==> src/rtl/led_blink_queue.sv <==
// Queued LED blinker: each request produces one ON pulse followed by a mandatory gap.
// Requests that arrive while a blink is in progress are counted and replayed back-to-back.
module led_blink_queue #(
  parameter int   p_on_cycles    = 1000,
  parameter int   p_off_cycles   = 1000,
  parameter int   p_max_pending  = 7,
  parameter logic p_active_level = 1'b1
) (
  input  logic                               i_clk,
  input  logic                               i_rst,
  input  logic                               i_trig,
  input  logic                               i_clr_ovf,
  output logic                               o_led,
  output logic                               o_busy,
  output logic [$clog2(p_max_pending+1)-1:0] o_pending,
  output logic                               o_overflow
);

  localparam int c_max_cyc = (p_on_cycles > p_off_cycles) ? p_on_cycles : p_off_cycles;
  localparam int c_cw      = $clog2(c_max_cyc + 1);
  localparam int c_pw      = $clog2(p_max_pending + 1);

  typedef enum logic [1:0] {
    S_IDLE,
    S_ON,
    S_GAP
  } t_state;

  t_state            r_state;
  logic [c_cw-1:0]   r_cnt;
  logic              r_led;
  logic              r_busy;
  logic [c_pw-1:0]   r_pending;
  logic              r_ovf;

  logic w_on_done;
  logic w_gap_done;
  logic w_req;
  logic w_start;
  logic w_full;

  assign w_on_done  = (r_cnt == c_cw'(p_on_cycles - 1));
  assign w_gap_done = (r_cnt == c_cw'(p_off_cycles - 1));
  assign w_req      = i_trig || (r_pending != '0);
  assign w_full     = (r_pending == c_pw'(p_max_pending));
  // A start happens from IDLE, or on the last GAP cycle without passing through IDLE.
  assign w_start    = w_req && ((r_state == S_IDLE) || ((r_state == S_GAP) && w_gap_done));

  always_ff @(posedge i_clk) begin
    if (i_rst) begin
      r_state   <= S_IDLE;
      r_cnt     <= '0;
      r_led     <= ~p_active_level;
      r_busy    <= 1'b0;
      r_pending <= '0;
      r_ovf     <= 1'b0;
    end else begin
      case (r_state)
        S_IDLE: begin
          r_cnt <= '0;
          if (w_start) begin
            r_state <= S_ON;
            r_led   <= p_active_level;
            r_busy  <= 1'b1;
          end
        end
        S_ON: begin
          if (w_on_done) begin
            r_state <= S_GAP;
            r_cnt   <= '0;
            r_led   <= ~p_active_level;
          end else begin
            r_cnt <= r_cnt + c_cw'(1);
          end
        end
        S_GAP: begin
          if (w_gap_done) begin
            r_cnt <= '0;
            if (w_start) begin
              r_state <= S_ON;
              r_led   <= p_active_level;
            end else begin
              r_state <= S_IDLE;
              r_busy  <= 1'b0;
            end
          end else begin
            r_cnt <= r_cnt + c_cw'(1);
          end
        end
        default: begin
          r_state <= S_IDLE;
          r_cnt   <= '0;
          r_led   <= ~p_active_level;
          r_busy  <= 1'b0;
        end
      endcase

      // Queued requests are served first; a concurrent trigger then takes the freed slot.
      if (w_start && (r_pending != '0)) begin
        if (!i_trig) begin
          r_pending <= r_pending - c_pw'(1);
        end
      end else if (!w_start && i_trig && !w_full) begin
        r_pending <= r_pending + c_pw'(1);
      end

      if (i_trig && !w_start && w_full) begin
        r_ovf <= 1'b1;
      end else if (i_clr_ovf) begin
        r_ovf <= 1'b0;
      end
    end
  end

  assign o_led      = r_led;
  assign o_busy     = r_busy;
  assign o_pending  = r_pending;
  assign o_overflow = r_ovf;

endmodule

==> config.mk <==
export PLATFORM = sky130hd
export DESIGN_NAME = led_blink_queue
export DESIGN_NICKNAME = d
export VERILOG_FILES = /design/src/rtl/led_blink_queue.sv
export SDC_FILE = /design/constraint.sdc
export NUM_CORES = 1
export LEC_CHECK = 0
export ABC_AREA = 1
export CAP_MARGIN = 20
export CORE_UTILIZATION = 55
export DETAILED_ROUTE_END_ITERATION = 10
export PLACE_DENSITY = 0.73
export SLEW_MARGIN = 10
export SYNTH_ARGS = -nofsm -noshare
export SYNTH_HDL_FRONTEND = slang
export SYNTH_SLANG_ARGS = --single-unit
export TNS_END_PERCENT = 50
==> constraint.sdc <==
create_clock -name i_clk -period 2.6 [get_ports i_clk]
set_input_delay 0.52 -clock i_clk [delete_from_list [all_inputs] [get_ports i_clk]]
set_output_delay 0.52 -clock i_clk [all_outputs]
set_load 0.01 [all_outputs]
==> key figures <==
Run status
  • Status: complete, no violations

Logic synthesis
  • Top_reg_cell synth: dfxtp_1
  • Sequential fraction of the synthesis area: 34.3%
  • Yosys cell types: 28
  • Synth warn: 0
  • Synthesized cell area: 1050 sq um
  • Synthesized Nets: 147
  • Post-synth EDFFs: 0
  • Asr flop ratio synth: 0%
  • Most area-consuming cells after synthesis: dfxtp_1 34%, ha_1 7.1%, inv_1 6.4%, nand2_1 6.4%, nor2_1 6.4%
  • Most instantiated cells after synthesis: 18 x dfxtp_1, 18 x inv_1, 18 x nand2_1, 18 x nor2_1, 9 x a21oi_1
  • FF+latch count, synth: 18
  • Synthesized area per cell: 7.73 sq um
  • Area share of the largest cell type after synthesis: 34.3%
  • Post-synth top area cell: dfxtp_1
  • Mapped Cells: 136

Timing
  • Worst Skew: 0.00310 ns
  • Fin Setup TNS: 0 ns
  • Normalized max-slew margin: 81.5%
  • RSZ-0062 raised after global routing: false
  • Fin. Hold Viols: 0
  • Count of final setup violators: 0
  • Post-route minimum period: 2.11 ns
  • F_max: 473 MHz
  • Slew Viols, Final: 0
  • Fin crit share: 81.2%
  • Actual slew at the worst max-slew pin: 0.276 ns

Clocking
  • Root Driver: clkbuf_4
  • TritonCTS buffer count: 3
  • H-tree depth: 1
  • Clock-pin slew on the worst setup and hold paths: 0.10 ns
  • Clk_lat worst skew: 0.30 ns
  • TritonCTS Sinks: 18
  • TritonCTS clock tree: yes
  • CTS Hold Bufs: 0
  • Clock buffer depth: 2
  • # resized after CTS: 0
  • Post-CTS setup buffer count: 0

Worst setup path
  • CP startpoint kind: input pin
  • Crit path max fanout: 4
  • Crit Path Category: in2reg
  • Buf/Inv on CP: 3
  • Worst reg2reg endpoint: o_pending[2]$_SDFFE_PP0P_
  • Reg2Reg Depth: 12
  • Critical-path cell list: clkdlybuf4s50_1 -> inv_1 -> nand3_1 -> nand2_1 -> inv_2 -> nand3_2 -> fa_1 -> nand4_1 -> nand2_2 -> a21oi_1 -> nor2_1
  • Slowest stage delay, CP: 0.52 ns
  • Worst-path cell with the longest stage delay: clkdlybuf4s50_1
  • Worst EP required: 2.80 ns
  • RR Startpoint: r_state[0]$_SDFFE_PP0P_
  • Top Family by Delay on Critical Path: buffers and inverters
  • CP Capture Type: flip-flop
  • Worst R2R Setup Slack: 0.55 ns
  • Critical Path AT: 2.32 ns

Drt
  • DRC Markers: 0
  • DR pass1 iterations: 4
  • Routed Antenna Nets: 0
  • Final wirelength: 1970 um
  • WL per Instance: 11.3 um
  • Total number of vias: 888
  • DR vias/cell: 5.10
  • Initial drt markers: 15

Power and ir drop
  • Seq pwr share: 33.5%
  • Combinational share of power: 51.1%
  • Lkg Pwr: 0.503 nW
  • Net Sw Power: 0.000501 W
  • Maximum vdd drop: 729 uV
  • Clock share of power: 15.4%
  • Net Sw Frac: 43.8%
  • Final Total Pwr: 0.00114 W
  • PwrDens: 946 nW/um^2
  • P_int: 0.000643 W

Layout
  • Area of the multi-input gates: 597 sq um
  • Number of diodes: 0
  • Util after Layout: 68.5%
  • Layout area overhead: 15.0%
  • Layout Cell Area excl Fill: 1210 sq um
  • NumNets Final: 161
  • Layout cells sized above 1: 20.1%
  • Register area: 360 sq um
  • Filler Cell Count: 177

Global routing
  • Initial antenna violation count: 0
  • Total Routing Usage GR: 22.4%
  • Gr ovfl total: 0
  • Vias in the first global route: 845
  • First-pass GRT wire length: 3320 um
  • Largest net degree at the start of global routing: 11

Min path
  • Hold_sp: r_cnt[0]$_SDFF_PP0_
  • Hold worst-path end: r_cnt[0]$_SDFF_PP0_
  • Hold path cells: 1
  • Hold Path Class: reg2reg

Flow run
  • Max Cap Viol: 0

Placed design
  • I/O Buffers: 9
  • Detailed placement HPWL: 1560 um
  • Cell Area, Placed: 1170 sq um
  • Placer Congestion: 0.825

Floorplan
  • Chip height: 45.7 um
  • # rows: 15
  • Core ar.: 1760 sq um
  • Die width: 45.7 um
  • Area of the die: 2090 sq um
  • Initial Util: 59.6%
  • I/O pins: 10
how the worst max path moves through the flow:
stage | from | end | slack (ns) | depth (start not counted)
after floorplan | r_cnt[0]$_SDFF_PP0_ | o_pending[2]$_SDFFE_PP0P_ | 0.77 | 11
after global placement | i_trig | o_pending[2]$_SDFFE_PP0P_ | 0.28 | 11
after detailed placement | i_trig | o_pending[2]$_SDFFE_PP0P_ | 0.18 | 11
after CTS | i_trig | o_pending[2]$_SDFFE_PP0P_ | 0.49 | 11
after global routing | r_state[0]$_SDFFE_PP0P_ | o_pending[2]$_SDFFE_PP0P_ | 0.38 | 14
final | i_trig | o_pending[2]$_SDFFE_PP0P_ | 0.49 | 11
cells in the final DEF, fill, tap and decap left out, drive strengths merged:
| cell type | instances |
|---|---|
| nor2 | 23 |
| nor3 | 1 |
| fa | 1 |
| dfxtp | 18 |
| a21oi | 9 |
| o211a | 1 |
| clkbuf | 4 |
| nor3b | 4 |
| a211oi | 1 |
| clkinv | 1 |
| nand3b | 1 |
| or2 | 1 |
| nand2 | 24 |
| clkdlybuf4s50 | 9 |
| o21bai | 1 |
| o21ai | 5 |
| nand4 | 4 |
| inv | 24 |
| nand3 | 11 |
| ha | 6 |
per-stage QoR:
step | setup slack, ns | std cells | hold WS [ns]
after CTS | 0.493 | 174 | 0.462
after global placement | 0.284 | 170 | 0.427
after detailed placement | 0.175 | 170 | 0.438
final | 0.488 | 174 | 0.461
after global routing | 0.383 | 174 | 0.477
after floorplan | 0.773 | 136 | 0.418
sequential cells by signal (all words and copies together) (netlist names):
name,cells
o_overflow,1
o_pending,3
r_cnt,10
o_busy,1
o_led,1
r_state,2
cell families (layout without fill, tap and decap cells):
| logic type | after synthesis | count (layout) | share of synthesized area [%] |
|---|---|---|---|
| AND/OR/NAND/NOR | 69 | 69 | 38.2 |
| buffers and inverters | 25 | 38 | 8.93 |
| flip-flops | 18 | 18 | 34.3 |
| adder cells (fa/ha/maj) | 7 | 7 | 9.05 |
| AO/OA/AOI/OAI | 17 | 17 | 9.52 |
power by group through the flow:
stage                     Clock [W]  Combinational, W  Sequential (W)
after CTS                  0.000186          0.000589        0.000382
final                      0.000177          0.000584        0.000383
after global routing       0.000193          0.000657        0.000390
after global placement            0          0.000553        0.000387
after floorplan                   0          0.000415        0.000394
after detailed placement          0          0.000587        0.000389
per-layer routing:
metal | part of all wire, % | global-route usage (%) | wire length, um
met4 | 2.5 | 14.7 | 50
met2 | 48 | 37.7 | 950
met1 | 46 | 26.4 | 913
met3 | 2.6 | 2.78 | 51
met5 | 0 | 0 | 0
final cells by class:
type / count / share of cell area, %
tap: 25 / 2.59
inverter: 25 / 7.76
clock buffer: 4 / 3.00
sequential: 18 / 29.8
timing repair buffer: 9 / 7.45
multi-input combinational: 93 / 49.4
(Power assumes the default switching activity.)
